`src/rtl/uart_tx_scheduler_pkg.sv`:
```
// Shared types and defaults for the UART transmit pacing block.
// Latency: n/a (declarations only).
// Backpressure: n/a.
package uart_tx_scheduler_pkg;

    // Pacing FSM states.
    typedef enum logic [1:0] {
        UTS_IDLE = 2'd0,
        UTS_SEND = 2'd1,
        UTS_GAP  = 2'd2
    } uts_state_t;

    localparam int UTS_DEF_DEPTH      = 16;
    localparam int UTS_DEF_GAP_CYCLES = 8700;   // 10 bits at 115200 baud on a 100 MHz clock
    localparam int UTS_DAT_W          = 8;

endpackage

```
`src/rtl/uart_tx_fifo.sv`:
```
// Byte FIFO between the store path and the pacing FSM.
// Latency: a pushed byte is visible at head_dat the cycle after the push.
// Backpressure: none upstream; push when full is accepted only with a same-edge pop, otherwise push_ok=0.
module uart_tx_fifo #(
    parameter int DEPTH = 16,
    parameter int W     = 8
) (
    input  logic                   clk,
    input  logic                   rst,
    input  logic                   push,
    input  logic [W-1:0]           push_dat,
    input  logic                   pop,
    output logic [W-1:0]           head_dat,
    output logic [$clog2(DEPTH):0] count,
    output logic                   full,
    output logic                   empty,
    output logic                   push_ok
);
    localparam int AW = $clog2(DEPTH);

    logic [W-1:0]  mem [DEPTH];
    logic [AW-1:0] wr_ptr;
    logic [AW-1:0] rd_ptr;
    logic          pop_ok;

    assign full     = (count == (AW+1)'(DEPTH));
    assign empty    = (count == '0);
    assign pop_ok   = pop && !empty;
    // A full FIFO still takes a byte when the head leaves on the same edge.
    assign push_ok  = push && (!full || pop_ok);
    assign head_dat = mem[rd_ptr];

    // Storage array: written only on accepted pushes, no reset needed.
    always_ff @(posedge clk) begin
        if (push_ok) begin
            mem[wr_ptr] <= push_dat;
        end
    end

    // Pointers wrap naturally because DEPTH is a power of two.
    always_ff @(posedge clk or posedge rst) begin
        if (rst) begin
            wr_ptr <= '0;
            rd_ptr <= '0;
            count  <= '0;
        end else begin
            if (push_ok) begin
                wr_ptr <= wr_ptr + AW'(1);
            end
            if (pop_ok) begin
                rd_ptr <= rd_ptr + AW'(1);
            end
            case ({push_ok, pop_ok})
                2'b10:   count <= count + (AW+1)'(1);
                2'b01:   count <= count - (AW+1)'(1);
                default: count <= count;
            endcase
        end
    end

endmodule

```
`src/rtl/uart_tx_scheduler.sv`:
```
// Queues CPU byte stores and launches them to the UART as one-cycle strobes spaced GAP_CYCLES apart.
// Latency: byte written into an idle, empty block strobes out the cycle after the following edge.
// Backpressure: none; writes arriving while full (and no pop) are dropped and set the sticky ovf_o.
module uart_tx_scheduler
    import uart_tx_scheduler_pkg::*;
#(
    parameter int  DEPTH      = UTS_DEF_DEPTH,
    parameter int  GAP_CYCLES = UTS_DEF_GAP_CYCLES,
    localparam int CNT_W      = $clog2(GAP_CYCLES)
) (
    input  logic                   clk,
    input  logic                   rst,
    input  logic                   wr_en,
    input  logic [7:0]             wr_data,
    output logic                   uart_wr_o,
    output logic [7:0]             uart_dat_o,
    input  logic                   ovf_clr,
    output logic                   ovf_o,
    output logic [$clog2(DEPTH):0] count_o,
    output logic                   full_o,
    output logic                   idle_o
);
    uts_state_t     state;
    logic [CNT_W-1:0] gap_cnt;
    logic           pop;
    logic           push_ok;
    logic           fifo_empty;
    logic [7:0]     head_dat;

    // Pop decision depends only on registered state so outputs have no input-to-output path.
    assign pop    = !fifo_empty &&
                    ((state == UTS_IDLE) || ((state == UTS_GAP) && (gap_cnt == '0)));
    assign idle_o = fifo_empty && (state == UTS_IDLE);

    uart_tx_fifo #(
        .DEPTH (DEPTH),
        .W     (UTS_DAT_W)
    ) u_fifo (
        .clk      (clk),
        .rst      (rst),
        .push     (wr_en),
        .push_dat (wr_data),
        .pop      (pop),
        .head_dat (head_dat),
        .count    (count_o),
        .full     (full_o),
        .empty    (fifo_empty),
        .push_ok  (push_ok)
    );

    // Pacing FSM: strobe for one cycle, then hold off for the rest of the gap.
    always_ff @(posedge clk or posedge rst) begin
        if (rst) begin
            state      <= UTS_IDLE;
            gap_cnt    <= '0;
            uart_wr_o  <= 1'b0;
            uart_dat_o <= 8'h00;
        end else begin
            case (state)
                UTS_IDLE: begin
                    uart_wr_o <= 1'b0;
                    if (pop) begin
                        state      <= UTS_SEND;
                        uart_wr_o  <= 1'b1;
                        uart_dat_o <= head_dat;
                    end
                end
                UTS_SEND: begin
                    // SEND and the GAP countdown together span exactly GAP_CYCLES edges.
                    uart_wr_o <= 1'b0;
                    gap_cnt   <= CNT_W'(GAP_CYCLES - 2);
                    state     <= UTS_GAP;
                end
                UTS_GAP: begin
                    uart_wr_o <= 1'b0;
                    if (gap_cnt != '0) begin
                        gap_cnt <= gap_cnt - CNT_W'(1);
                    end else if (pop) begin
                        state      <= UTS_SEND;
                        uart_wr_o  <= 1'b1;
                        uart_dat_o <= head_dat;
                    end else begin
                        state <= UTS_IDLE;
                    end
                end
                default: begin
                    state     <= UTS_IDLE;
                    uart_wr_o <= 1'b0;
                end
            endcase
        end
    end

    // Sticky overflow: a dropped write beats a simultaneous clear.
    always_ff @(posedge clk or posedge rst) begin
        if (rst) begin
            ovf_o <= 1'b0;
        end else if (wr_en && !push_ok) begin
            ovf_o <= 1'b1;
        end else if (ovf_clr) begin
            ovf_o <= 1'b0;
        end
    end

endmodule
```
`config.mk`:
```
export PLATFORM = sky130hd
export DESIGN_NAME = uart_tx_scheduler
export DESIGN_NICKNAME = d
export VERILOG_FILES = /design/src/rtl/uart_tx_scheduler_pkg.sv /design/src/rtl/uart_tx_fifo.sv /design/src/rtl/uart_tx_scheduler.sv
export SDC_FILE = /design/constraint.sdc
export NUM_CORES = 1
export LEC_CHECK = 0
export BUFFER_PORTS_ARGS = -buffer_cell sky130_fd_sc_hd__buf_4
export CORE_AREA = 3 3 117 119
export CTS_BUF_LIST = sky130_fd_sc_hd__clkbuf_16
export CTS_CLUSTER_DIAMETER = 60
export DETAILED_ROUTE_END_ITERATION = 12
export DIE_AREA = 0 0 120 122
export PLACE_DENSITY = 0.74
export SLEW_MARGIN = 25
export SYNTH_ARGS = -nofsm -noshare
export SYNTH_HDL_FRONTEND = slang
export SYNTH_SLANG_ARGS = --single-unit
export TNS_END_PERCENT = 5
```
`constraint.sdc`:
```
create_clock -name clk -period 3.45 [get_ports clk]
set_input_delay 0.69 -clock clk [delete_from_list [all_inputs] [get_ports clk]]
set_output_delay 0.69 -clock clk [all_outputs]
set_load 0.005 [all_outputs]
```
==> impl_metrics.ini <==
[cells_and_area]
stdcell_area_um2 = 8060
synthToLayoutAreaGrowth_pct = 15.5
nNetsFinal = 468
final_util_pct = 63.6
num_antenna_cells = 0
drive_gt1_share_pct = 27.6

[place]
hpwl_mm = 8.51
dpl_cell_area_um2 = 7430
port_buffers = 28
dp_slack_ps = 56.5
finalWeightedCongestion = 0.863

[critical_path]
crit_path_top_delay_cell = or4_4
r2r-start = gap_cnt[5]
worstPathArrival_ps = 3630
cp-startpoint = gap_cnt[5]
path_class = register to register
max_stage_delay_ps = 550
cp_data_required_time_ps = 3760
critPathLaunchType = register
worstPathCellList = or4_4, or4_4, o311a_4, nand2b_4, ha_4, fa_1, a21o_1, a21oi_1, xor2_1, nor2_1, xor2_1
path_max_fanout = 5
critical_path.endpoint_type = register

[timing]
worst_slew_pin_slew_ps = 829
setup_ws_ps = 133
clock_skew_ps = 9.96
hold_viol_final = 0
final_max_slew_viol_count = 0
min_period_over_period_pct = 96.2
setup_viol = 0
hold_ws_ps = 397
fmax_mhz = 301
setup-tns-final_ps = 0
rsz0062_at_grt = false
finalCriticalPeriod_ps = 3320
slew_headroom_pct = 44.7

[floorplanning]
die_w_um = 120
core_um2 = 12700
ios = 29
initial_core_util_pct = 55.1
rows = 41
die_h_um = 122
dieArea_um2 = 14600

[synth]
yosysSeqAreaShare_pct = 69.1
synth_top_cell_area_share_pct = 55.1
yosysMostFrequentCell = edfxtp_1
syn_area_um2 = 6980
synth_commonest_cells = edfxtp_1 (128), dfrtp_1 (39), mux4_2 (32)
netlist_instances = 402
synth.area.top_cells = edfxtp_1 (55%), dfrtp_1 (14%), mux4_2 (10%), ha_1 (2.0%), mux2_2 (1.6%)
syn_nets = 426
synth_edf_count = 128
ys_ff_latch = 167
async_flop_share_pct = 23.4
synth.largest_area_cell = edfxtp_1
syn-mean-instance-area_um2 = 17.4
synth_cell_types = 46
synth_ff_type = edfxtp_1
yosysWarningCount = 0

[clock_tree]
postCtsSetupBuffers = 0
cts_buffers = 17
clock_latency_ps = 430
cts.clk_slew.worst_paths_ps = 60
cts_buffer_depth = 2
cts_resized = 0
htreeDepth = 4
cts_tree = done
cts.sinks = 167
ctsHoldBuffers = 0
clock-root-buffer = clkbuf_16

[detailed_routing]
drtAntennaViolNets = 0
first_pass_iters = 5
drtIter0Drc = 418
wl_mm = 13.4
avgRoutedWirePerCell_um = 21.3
vias_per_cell = 5.85
dr_total_vias = 3678
drc = 0

[pwr]
peakVddDrop_v = 0.000470
p_per_area_nw_per_um2 = 849
cellLeakagePower_nw = 2.87

[worst_hold_path]
hp-class = primary input to async pin

[job]
max_cap_violations = 0

[global_routing]
grt_pass1_vias = 3853
grt_max_degree = 40
antenna_found_initial = 0
grt_use_total_pct = 20.3
grt_pass1_wl_mm = 21.4
overflow = 0

[run_status]
status = finished, final reports clean
==> critical path: cells and delay by family, from the launching register on <==
kind | cells | cell delay, ps
XOR/XNOR | 2 | 300
AO/OA/AOI/OAI | 3 | 660
adder cells (fa/ha/maj) | 2 | 590
flip-flops | 1 | 410
AND/OR/NAND/NOR | 4 | 1240
==> through the flow <==
stage / instances / power (mW)
final: 629 / 6.84
after global placement: 597 / 4.84
after global routing: 629 / 7.21
after floorplan: 402 / 4.23
after CTS: 629 / 6.88
after detailed placement: 597 / 4.91
==> cells in the final DEF, fill, tap and decap left out, drive strengths merged, types with 11 or more instances in the layout <==
master / Yosys / final
nand2: 11 / 11
inv: 8 / 13
buf: 7 / 41
clkbuf: 11 / 17
nor2b: 12 / 12
ha: 11 / 11
dfrtp: 39 / 39
nor2: 11 / 11
mux4: 32 / 32
edfxtp: 128 / 128
and2: 17 / 17
mux2: 11 / 11
==> final cells by class <==
| type | instances | area, µm² |
|---|---|---|
| clock inverters | 15 | 193 |
| flip-flops and latches | 167 | 4820 |
| fillers | 876 | 4610 |
| repair buffers | 41 | 308 |
| multi-input cells | 209 | 2070 |
| well taps | 172 | 215 |
| inverters | 8 | 30.0 |
| clock buffers | 17 | 425 |
==> flip-flops by register name (all words and copies together) (netlist names) <==
name,cells
u_fifo.mem,128
gap_cnt,14
uart_dat_o,8
u_fifo.count,5
u_fifo.rd_ptr,4
u_fifo.wr_ptr,4
state,2
ovf_o,1
uart_wr_o,1
==> worst paths after layout <==
kind / slack, ps / to / cells past startpoint
setup / recovery: 130 / u_fifo.count[4] / 11
hold / removal: 400 / gap_cnt[9] / 3
setup reg to reg: 130 / u_fifo.count[4] / 11
hold reg to reg: 510 / uart_dat_o[4] / 1
max in group asynchronous: 2660 / u_fifo.rd_ptr[0] / 3
min in group clk: 450 / ovf_o / 2
==> power breakdown <==
| group | leakage, nW | internal (mW) | switching (mW) |
|---|---|---|---|
| sequential | 1.61 | 2.50 | 0.324 |
| combinational | 0.956 | 1.06 | 0.987 |
| clock | 0.301 | 1.16 | 0.813 |
| total | 2.87 | 4.72 | 2.12 |
==> logic make-up after synthesis <==
kind of cell    Yosys count  synth area share (%)
mux                      51                  13.3
compound gates           41                  4.16
flops                   167                  69.1
fa+ha+maj                12                  2.26
xor+xnor                 17                  2.13
buf+inv                  26                  1.52
simple gates             88                  7.55
==> layer usage <==
| metal | vias to the layer above | track usage [%] | part of all wire, % |
|---|---|---|---|
| li1 | 1661 | - | - |
| met1 | 1892 | 27.3 | 43 |
| met2 | 112 | 32.1 | 50 |
| met3 | 13 | 6.27 | 6.4 |
| met4 | 0 | 6.66 | 1.0 |
| met5 | - | 0 | 0 |
Note: power is estimated with default switching activity, not from simulation.
